File: src/rtl/game_pkg.sv
// Shared game constants: screen size, alien sprite bitmap and FSM state encodings
// used by the enemy renderers.
package game_pkg;

  localparam int SCREEN_W = 640;
  localparam int SCREEN_H = 480;

  // Rows 0..7 from MSB down; within a row bit 7 is the leftmost column.
  localparam logic [63:0] SPRITE_PATTERN = 64'h3C7E_FFCF_FF24_5AA5;

  typedef logic [2:0] fsm_state_t;

  localparam fsm_state_t ST_IDLE    = 3'd0;
  localparam fsm_state_t ST_MARCH_R = 3'd1;
  localparam fsm_state_t ST_MARCH_L = 3'd2;
  localparam fsm_state_t ST_DROP_R  = 3'd3;
  localparam fsm_state_t ST_DROP_L  = 3'd4;
  localparam fsm_state_t ST_CLEARED = 3'd5;
  localparam fsm_state_t ST_INVADED = 3'd6;

  function automatic logic sprite_bit(input logic [2:0] oy, input logic [2:0] ox);
    logic [5:0] idx;
    idx = ~{oy, ox};
    return SPRITE_PATTERN[idx];
  endfunction

endpackage

File: src/rtl/enemy_sprite_rom.sv
// Sprite lookup: scaled pixel offset inside one alien -> pattern bit.
module enemy_sprite_rom
  import game_pkg::*;
#(
  parameter int SCALE = 3,
  parameter int OFF_W = 5
) (
  input  logic [OFF_W-1:0] off_x_i,
  input  logic [OFF_W-1:0] off_y_i,
  output logic             bit_o
);

  logic [2:0] ox;
  logic [2:0] oy;

  assign ox    = 3'(off_x_i / OFF_W'(SCALE));
  assign oy    = 3'(off_y_i / OFF_W'(SCALE));
  assign bit_o = sprite_bit(oy, ox);

endmodule

File: src/rtl/enemy_formation.sv
// One row of scaled aliens marching across the VGA field, with bullet
// collision, per-enemy alive bits and a registered RGB pixel output.
//
// state   | meaning
// IDLE    | waiting for start, nothing drawn
// MARCH_R | moving right on each march step
// MARCH_L | moving left on each march step
// DROP_R  | hit right edge, drop on next step then go left
// DROP_L  | hit left edge, drop on next step then go right
// CLEARED | all enemies dead, frozen
// INVADED | formation reached the bottom, frozen
module enemy_formation
  import game_pkg::*;
#(
  parameter int          N_ENEMIES = 8,
  parameter int          SCALE     = 3,
  parameter int          SPACING   = 32,
  parameter int          STEP_X    = 2,
  parameter int          STEP_DOWN = 8,
  parameter int          FRAME_DIV = 4,
  parameter int          START_X   = 16,
  parameter int          START_Y   = 32,
  parameter int          LOSE_Y    = 440,
  parameter logic [23:0] COLOR     = 24'hFF0000,
  localparam int         IDX_W     = (N_ENEMIES > 1) ? $clog2(N_ENEMIES) : 1
) (
  input  logic                 clk_i,
  input  logic                 reset_i,
  input  logic                 start_i,
  input  logic                 frame_tick_i,
  input  logic [9:0]           h_counter_i,
  input  logic [9:0]           v_counter_i,
  input  logic [9:0]           bullet_x_i,
  input  logic [9:0]           bullet_y_i,
  input  logic                 bullet_valid_i,
  output logic [7:0]           r_o,
  output logic [7:0]           g_o,
  output logic [7:0]           b_o,
  output logic                 pixel_on_o,
  output logic                 hit_o,
  output logic [IDX_W-1:0]     hit_index_o,
  output logic [N_ENEMIES-1:0] alive_mask_o,
  output logic [9:0]           form_x_o,
  output logic [9:0]           form_y_o,
  output logic                 cleared_o,
  output logic                 invaded_o
);

  localparam int          SPR    = 8 * SCALE;
  localparam int          OFF_W  = $clog2(SPR);
  localparam int          DIV_W  = (FRAME_DIV > 1) ? $clog2(FRAME_DIV) : 1;
  localparam logic [10:0] SPR_W  = 11'(SPR);
  localparam logic [10:0] STEP_W = 11'(STEP_X);
  localparam logic [10:0] X_MAX  = 11'(SCREEN_W - 1);
  localparam logic [10:0] LOSE_W = 11'(LOSE_Y);

  fsm_state_t             state_q, state_d;
  logic [N_ENEMIES-1:0]   alive_q, alive_d;
  logic [9:0]             form_x_q, form_x_d;
  logic [9:0]             form_y_q, form_y_d;
  logic [DIV_W-1:0]       div_q, div_d;
  logic                   hit_q, hit_d;
  logic [IDX_W-1:0]       hit_idx_q, hit_idx_d;
  logic                   pix_on_q;
  logic [7:0]             r_q, g_q, b_q;

  logic [10:0]            fx, fy, bx, by, hx, hy;
  logic [10:0]            ex [N_ENEMIES];
  logic [10:0]            left_edge, right_edge;
  logic                   active, step;
  logic                   kill;
  logic [IDX_W-1:0]       kill_idx;
  logic [N_ENEMIES-1:0]   kill_mask;
  logic                   draw_hit, draw_row, rom_bit, pix;
  logic [OFF_W-1:0]       rel_x, rel_y;

  assign fx = {1'b0, form_x_q};
  assign fy = {1'b0, form_y_q};
  assign bx = {1'b0, bullet_x_i};
  assign by = {1'b0, bullet_y_i};
  assign hx = {1'b0, h_counter_i};
  assign hy = {1'b0, v_counter_i};

  assign active = state_q inside {ST_MARCH_R, ST_MARCH_L, ST_DROP_R, ST_DROP_L};
  assign step   = frame_tick_i && (div_q == DIV_W'(FRAME_DIV - 1));

  always_comb begin
    for (int i = 0; i < N_ENEMIES; i++) ex[i] = fx + 11'(i * SPACING);
  end

  // Edges follow the live extent only, so killing end enemies lets the row travel further.
  always_comb begin
    left_edge  = fx;
    right_edge = fx + SPR_W - 11'd1;
    for (int i = N_ENEMIES - 1; i >= 0; i--) if (alive_q[i]) left_edge = ex[i];
    for (int i = 0; i < N_ENEMIES; i++) if (alive_q[i]) right_edge = ex[i] + SPR_W - 11'd1;
  end

  // Descending scan so the lowest index overwrites and wins.
  always_comb begin
    kill      = 1'b0;
    kill_idx  = '0;
    kill_mask = '0;
    for (int i = N_ENEMIES - 1; i >= 0; i--) begin
      if (bullet_valid_i && alive_q[i] && bx >= ex[i] && bx < ex[i] + SPR_W &&
          by >= fy && by < fy + SPR_W) begin
        kill         = 1'b1;
        kill_idx     = IDX_W'(i);
        kill_mask    = '0;
        kill_mask[i] = 1'b1;
      end
    end
  end

  always_comb begin
    state_d   = state_q;
    alive_d   = alive_q;
    form_x_d  = form_x_q;
    form_y_d  = form_y_q;
    div_d     = div_q;
    hit_d     = 1'b0;
    hit_idx_d = hit_idx_q;
    if (start_i) begin
      state_d  = ST_MARCH_R;
      alive_d  = '1;
      form_x_d = 10'(START_X);
      form_y_d = 10'(START_Y);
      div_d    = '0;
    end else if (active) begin
      if (frame_tick_i) div_d = step ? '0 : div_q + 1'b1;
      if (kill) begin
        alive_d   = alive_q & ~kill_mask;
        hit_d     = 1'b1;
        hit_idx_d = kill_idx;
      end
      if (alive_q == '0) begin
        state_d = ST_CLEARED;
      end else if (fy + SPR_W > LOSE_W) begin
        state_d = ST_INVADED;
      end else if (step) begin
        case (state_q)
          ST_MARCH_R: begin
            if (right_edge + STEP_W > X_MAX) state_d = ST_DROP_R;
            else form_x_d = form_x_q + 10'(STEP_X);
          end
          ST_MARCH_L: begin
            if (left_edge < STEP_W) state_d = ST_DROP_L;
            else form_x_d = form_x_q - 10'(STEP_X);
          end
          ST_DROP_R: begin
            form_y_d = form_y_q + 10'(STEP_DOWN);
            state_d  = ST_MARCH_L;
          end
          ST_DROP_L: begin
            form_y_d = form_y_q + 10'(STEP_DOWN);
            state_d  = ST_MARCH_R;
          end
          default: ;
        endcase
      end
    end
  end

  // Spacing keeps aliens disjoint, so at most one matches and a single ROM suffices.
  always_comb begin
    draw_hit = 1'b0;
    rel_x    = '0;
    for (int i = 0; i < N_ENEMIES; i++) begin
      if (alive_q[i] && hx >= ex[i] && hx < ex[i] + SPR_W) begin
        draw_hit = 1'b1;
        rel_x    = OFF_W'(hx - ex[i]);
      end
    end
  end

  assign draw_row = (hy >= fy) && (hy < fy + SPR_W);
  assign rel_y    = OFF_W'(hy - fy);

  enemy_sprite_rom #(
    .SCALE (SCALE),
    .OFF_W (OFF_W)
  ) u_rom (
    .off_x_i (rel_x),
    .off_y_i (rel_y),
    .bit_o   (rom_bit)
  );

  assign pix = draw_hit && draw_row && rom_bit && (state_q != ST_IDLE) &&
               (hx < 11'(SCREEN_W)) && (hy < 11'(SCREEN_H));

  always_ff @(posedge clk_i or negedge reset_i) begin
    if (!reset_i) begin
      state_q   <= ST_IDLE;
      alive_q   <= '0;
      form_x_q  <= 10'(START_X);
      form_y_q  <= 10'(START_Y);
      div_q     <= '0;
      hit_q     <= 1'b0;
      hit_idx_q <= '0;
      pix_on_q  <= 1'b0;
      r_q       <= 8'h00;
      g_q       <= 8'h00;
      b_q       <= 8'h00;
    end else begin
      state_q   <= state_d;
      alive_q   <= alive_d;
      form_x_q  <= form_x_d;
      form_y_q  <= form_y_d;
      div_q     <= div_d;
      hit_q     <= hit_d;
      hit_idx_q <= hit_idx_d;
      pix_on_q  <= pix;
      r_q       <= pix ? COLOR[23:16] : 8'h00;
      g_q       <= pix ? COLOR[15:8]  : 8'h00;
      b_q       <= pix ? COLOR[7:0]   : 8'h00;
    end
  end

  assign r_o          = r_q;
  assign g_o          = g_q;
  assign b_o          = b_q;
  assign pixel_on_o   = pix_on_q;
  assign hit_o        = hit_q;
  assign hit_index_o  = hit_idx_q;
  assign alive_mask_o = alive_q;
  assign form_x_o     = form_x_q;
  assign form_y_o     = form_y_q;
  assign cleared_o    = (state_q == ST_CLEARED);
  assign invaded_o    = (state_q == ST_INVADED);

endmodule

File: config.mk
export PLATFORM = sky130hd
export DESIGN_NAME = enemy_formation
export DESIGN_NICKNAME = d
export VERILOG_FILES = /design/src/rtl/game_pkg.sv /design/src/rtl/enemy_sprite_rom.sv /design/src/rtl/enemy_formation.sv
export SDC_FILE = /design/constraint.sdc
export NUM_CORES = 1
export LEC_CHECK = 0
export BUFFER_PORTS_ARGS = -buffer_cell sky130_fd_sc_hd__buf_2
export CORE_MARGIN = 2
export CORE_UTILIZATION = 45
export CTS_BUF_LIST = sky130_fd_sc_hd__clkbuf_4 sky130_fd_sc_hd__clkbuf_8
export CTS_CLUSTER_SIZE = 12
export DETAILED_ROUTE_END_ITERATION = 8
export GPL_ROUTABILITY_DRIVEN = 0
export PLACE_DENSITY = 0.66
export SETUP_SLACK_MARGIN = 0.4
export SLEW_MARGIN = 15
export SYNTH_ARGS = -nofsm -noshare
export SYNTH_HDL_FRONTEND = slang
export SYNTH_SLANG_ARGS = --single-unit
File: constraint.sdc
create_clock -name clk_i -period 5.97 [get_ports clk_i]
set_input_delay 1.194 -clock clk_i [delete_from_list [all_inputs] [get_ports clk_i]]
set_output_delay 1.194 -clock clk_i [all_outputs]
set_load 0.02 [all_outputs]
Yosys cells after proc, flatten, opt, wreduce, memory -nomap -nowiden --
Memories as Yosys holds them, arrays and structs flattened. Index checks and enable logic that the tools add are counted.
Word-level totals: flip-flop bits (word level) 46, bits in read-only memories 64, output and inout port bits 59, memories kept 1
Operators by class: $add $sub $neg 38, divide/modulo/power cells 2, magnitude comparators 42, equality and inequality tests 13, mux-type cells 89, bitwise gates (word level) 4, reduce and logical (&&, ||, !) cells 81
Memories:
- (no name shown) | depth 64, width 1, rd ports 1, clocked after memory_dff 0, wr ports 0, line game_pkg.sv:24 | return SPRITE_PATTERN[idx];
Operators with widths (number):
- $lt A10 B11 Y1 | 18
- $mux W11 | 15
- $ge A10 B11 Y1 | 14
- $mux W10 | 13
- $mux W8 | 12
- $sub A11 B1 Y11 const B | 8
- $add A11 B5 Y11 const B | 7
- $logic_and A1 B1 Y1 | 63
- $mux W3 | 15
- $sub A5 B5 Y5 | 9
- $add A10 B8 Y11 const B | 4
- $ge A10 B10 Y1 | 4
- $mux W5 | 8
- $add A10 B5 Y11 const B | 2
- $add A10 B7 Y11 const B | 2
- $mux W1 | 20
- $pmux W10 S2 | 1
- $pmux W3 S4 | 1
- $add A10 B6 Y11 const B | 1
- $add A11 B2 Y11 const B | 1
- $gt A11 B10 Y1 const B | 1
- $gt A11 B9 Y1 const B | 1
- $lt A11 B2 Y1 const B | 1
- $add A10 B2 Y10 const B | 1
- 29 further kinds | 47

Longest topological paths before layout --
depth after elaboration 20, mapped depth 30, depth with buffers taken out 27

Hierarchy --
Synthesis repeated with hierarchy kept, for this count alone.
Unflattened totals: cells, all modules 1219, area, all modules 9500.4 µm²
Modules (own cells, without submodules):
- enemy_formation | times used 1, cells an instance 1106, area an instance 8712.1 µm², seq. area each 853.3 µm²
- enemy_sprite_rom | times used 1, cells an instance 113, area an instance 788.3 µm², seq. area each 0.0 µm²

Least setup slack after synthesis --
No wires, ideal clock.
path kind register -> register, start reg form_x_q[5] (netlist: form_x_o[5]), end reg r_q[6] (netlist: r_o[6]), setup time 0.066 ns, arrival 5.939 ns, required time 5.904 ns, path slack -0.035 ns, stages on the path, launching flop included 28, path buffers 4, period minus slack after synthesis 6.005 ns, cells stage by stage dfrtp_1 -> buf_4 -> buf_2 -> inv_1 -> ha_1 -> clkbuf_1 -> nand3_1 -> xor2_1 -> ha_1 -> a211o_1 -> a41o_1 -> a221oi_1 -> nor4_2 -> a21oi_1 -> ha_1 -> clkbuf_1 -> nand2_1 -> nand2_1 -> xnor2_1 -> a21o_1 -> ha_1 -> or2_2 -> a21oi_1 -> mux2_2 -> and2_1 -> mux2_2 -> o221ai_1 -> o31a_1
On the way: longest elaborated chain between the ends 20
Ends and longest elaborated chain:
- from (decl) | line enemy_formation.sv:59 | logic [9:0] form_x_q, form_x_d;
- from (signal assigned) | line enemy_formation.sv:195 | form_x_q <= 10'(START_X);
- from (signal assigned) | line enemy_formation.sv:207 | form_x_q <= form_x_d;
- $add A10 B6 Y11, or another cell as far along | line enemy_formation.sv:88 | for (int i = 0; i < N_ENEMIES; i++) ex[i] = fx + 11'(i * SPACING);
- $add A11 B5 Y11, or another cell as far along | line enemy_formation.sv:169 | if (alive_q[i] && hx >= ex[i] && hx < ex[i] + SPR_W) begin
- $lt A10 B11 Y1 / $logic_and A1 B1 Y1 (equally long branches) | line enemy_formation.sv:169
- $logic_and A1 B1 Y1 / $mux W5 (equally long branches) | line enemy_formation.sv:169
- $mux W5 (7 in series) | line enemy_formation.sv:169
- $div A5 B2 Y5 | line enemy_sprite_rom.sv:16 | assign ox = 3'(off_x_i / OFF_W'(SCALE));
- $not A6 Y6 | line game_pkg.sv:23 | idx = ~{oy, ox};
- $mem_v2 Z64 W1
- $mux W1 (implied by the code) | line game_pkg.sv:24
- $logic_and A1 B1 Y1 * (3 in series) | line enemy_formation.sv:188 | assign pix = draw_hit && draw_row && rom_bit && (state_q != ST_IDLE) &&
- $logic_and A1 B1 Y1 * | line enemy_formation.sv:189 | (hx < 11'(SCREEN_W)) && (hy < 11'(SCREEN_H));
- net pix | line enemy_formation.sv:74 | logic draw_hit, draw_row, rom_bit, pix;
- $mux W8 * | line enemy_formation.sv:213 | r_q <= pix ? COLOR[23:16] : 8'h00;
- to (signal assigned) | line enemy_formation.sv:213
- to (decl) | line enemy_formation.sv:65 | logic [7:0] r_q, g_q, b_q;
Mark *: on every way through the listed nets, which the timed path passes. The rest lies on a longest branch. The select of a mux whose other input is x is not followed. A chain may end at the register's enable or synchronous reset.

Worst setup path after layout --
start reg form_x_q[6] (netlist: form_x_o[6]), end reg r_q[6] (netlist: r_o[6])
The elaborated chain is that of the path after synthesis.

==> results_dict.tcl <==
set metrics [dict create \
    status "complete, no violations" \
    p_int_uw 813 \
    rr_startpoint "form_x_o[6]" \
    cap_violations 0 \
    hold_path.class "reg2reg" \
    die_w_um 147 \
    worstSetupPathType "reg2reg" \
    top_layer_used "met4" \
    period_needed_ns 5.40 \
    crit_buf_inv 6 \
    final_cell_mix "ha_1 (181), nor2_1 (89), a21oi_1 (79), nand2_1 (79), buf_2 (79)" \
    multiInputGateArea_mm2 0.00828 \
    seqCellArea_um2 857 \
    dr_wl_met2_um 13400 \
    rrSetupSlack_ns 0.57 \
    num_vias 9636 \
    die_h_um 147 \
    htreeDepth 2 \
    stdcell_area_mm2 0.0109 \
    r2r_end "r_o[6]" \
    p_per_area_mw_per_mm2 144 \
    p_comb_share_pct 71.3 \
    wl_met3_um 2810 \
    grt_pass1_vias 8912 \
    core.rowCount 52 \
    grt_pass1_wl_um 47700 \
    cp.required_ns 6.15 \
    whs_ns 0.509 \
    dieArea_mm2 0.0216 \
    grt_max_degree 35 \
    area_delta_synth_final_pct 18.6 \
    synth.avg_cell_area_um2 7.72 \
    async_reset_ff_share_pct 100 \
    slew_violations 0 \
    first_pass_iters 5 \
    reg2regPathDepth 27 \
    final_nets 1561 \
    vias_per_cell 6.06 \
    ys_seq_elements 34 \
    p_leak_uw 0.00496 \
    min_to "hit_index_o[1]" \
    insertion_delay_ns 0.29 \
    whs_path_depth 1 \
    worst-path-max-fanout 8 \
    cts_tree "yes" \
    worst_pin_slew_ns 0.789 \
    coreArea_mm2 0.0201 \
    synth_ff_type "dfrtp_1" \
    setup_violations 0 \
    switching_power_uw 756 \
    startpoint_type "flip-flop" \
    cp_top_family "compound AO/OA/AOI/OAI gates" \
    grt.total_usage_pct 27.3 \
    maxSlewHeadroom_pct 47.4 \
    antenna_found_initial 0 \
    clk_pin_slew_ns 0.08 \
    fill_cells 1873 \
    initial_core_util_pct 45.7 \
    layout_commonest_cell "ha_1" \
    power_frac_seq_pct 17.4 \
    ir_drop_mv 0.161 \
    ctsRootBufferMaster "clkbuf_8" \
    max_freq_ghz 0.185 \
    synth_edf_count 0 \
    setup_tns_ns 0 \
    crit_arrival_ns 5.58 \
    route.detailed.drc 0 \
    power_frac_clock_pct 11.3 \
    wl_um 30800 \
    ys_types 91 \
    endpoint_kind "flip-flop" \
    wl_met1_um 13700 \
    swShare_pct 48.2 \
    final_antenna_net_count 0 \
    syn_inst 1190 \
    io-pin-count 104 \
    critical-path-max-stage-delay_ns 0.52 \
    cts_hold_buf 0 \
    hpwl_um 23900 \
    yosysWarningCount 0 \
    clock_skew_ns 0.00620 \
    rsz0062_at_grt "no" \
    clock_sinks 34 \
    dpl-instance-area_mm2 0.0101 \
    grt_overflow_total 0 \
    avgRoutedWirePerCell_um 19.4 \
    layout_setup_ws_ns 0.572 \
    hold_violations 0 \
    holdCritStartpoint "hit_index_o[1]" \
    synthesis.area_mm2 0.00919 \
    drt_iter0_drc 823 \
    cts_max_path_buffers 2 \
    diodes 0 \
    synth-seq-area-share_pct 9.29 \
    cts_buffers 5 \
    finalCritPeriodShare_pct 90.4 \
    drive_gt1_share_pct 21.7 \
    critPathSlowestCell "or4_4" \
    io_buffers 79 \
    pre_cts_ws_ns 0.182 \
]
[sequential cells by signal, indices dropped and copies added, names as in the netlist]
name / cells
form_y_o: 7
div_q: 2
form_x_o: 9
alive_mask_o: 8
state_q: 3
hit_o: 1
r_o: 1
hit_index_o: 3
[layout make-up]
| cell class | instances | area share (%) |
|---|---|---|
| Clock buffer | 5 | 0.632 |
| Inverter | 66 | 2.40 |
| Tap cell | 270 | 3.10 |
| Sequential cell | 34 | 7.87 |
| Clock inverter | 3 | 0.195 |
| Multi-Input combinational cell | 1048 | 76.0 |
| Timing Repair Buffer | 164 | 9.81 |
[cells in the mapped netlist, drive strengths merged (7+ instances only)]
cell	count	share of area, %
o221ai	8	0.76
mux2i	15	1.7
nand3	32	1.7
xor2	14	1.3
nor3	33	1.8
and2	10	0.68
a211oi	20	1.7
a21oi	86	4.7
clkbuf	27	1.1
o211ai	18	1.5
or2	10	0.68
o21a	22	1.8
a21o	40	3.3
buf	36	2.8
nand2b	18	1.2
nand2	81	3.3
or3	7	0.48
nor2	92	3.8
inv	65	2.7
ha	195	27
o21ai	77	4.2
nor3b	7	0.63
xnor2	58	5.9
nor2b	17	1.2
and3	13	0.89
a21boi	10	0.82
dfrtp	32	8.7
a31oi	13	1.0
nand4	11	0.75
[cells by family after synthesis]
logic type	Yosys count	synth area share (%)
simple gates	355	19.4
mux	21	2.41
flops	34	9.29
fa+ha+maj	198	27.1
xor+xnor	72	7.19
buf+inv	129	6.60
compound gates	379	28.0
other cells	2	0.0817
[per-layer routing]
metal  global-route usage, %  vias up
li1                        -     4639
met1                    38.4     4522
met2                    42.7      407
met3                    4.91       68
met4                    8.37        0
met5                       0        -
[repair_timing]
action | in CTS | in global routing
buffers inserted | 4 | 25
endpoints found under the hold margin | 0 | 0
setup endpoints to repair | 1 | 1
pin swaps | 5 | 30
gates cloned | 0 | 0
gates resized for setup | 16 | 78
[per-stage QoR]
| stage | utilization, % | total power, µW | instances |
|---|---|---|---|
| after floorplan | - | 992 | 1211 |
| after CTS | 51.3 | 1470 | 1565 |
| final | 54.2 | 1570 | 1590 |
| after detailed placement | 50.3 | 1280 | 1553 |
| after global routing | 54.2 | 1700 | 1590 |
| after global placement | 50.3 | 1260 | 1553 |
[power by group through the flow]
stage	clock, µW	sequential [µW]	combinational (µW)
2_1_floorplan	0	291	701
3_3_place_gp	0	276	985
3_5_place_dp	0	277	1000
6_report	178	273	1120
5_1_grt	189	276	1230
4_1_cts	182	272	1020
[how the worst max path moves through the flow]
stage / from / endpoint / cells after the start
3_3_place_gp: h_counter_i[2] / r_o[6] / 23
2_1_floorplan: form_x_o[5] / r_o[6] / 27
6_report: form_x_o[6] / r_o[6] / 27
4_1_cts: form_x_o[6] / r_o[6] / 27
5_1_grt: form_x_o[6] / r_o[6] / 27
3_5_place_dp: h_counter_i[2] / r_o[6] / 25
No activity file was read; power rests on OpenSTA's default activity.
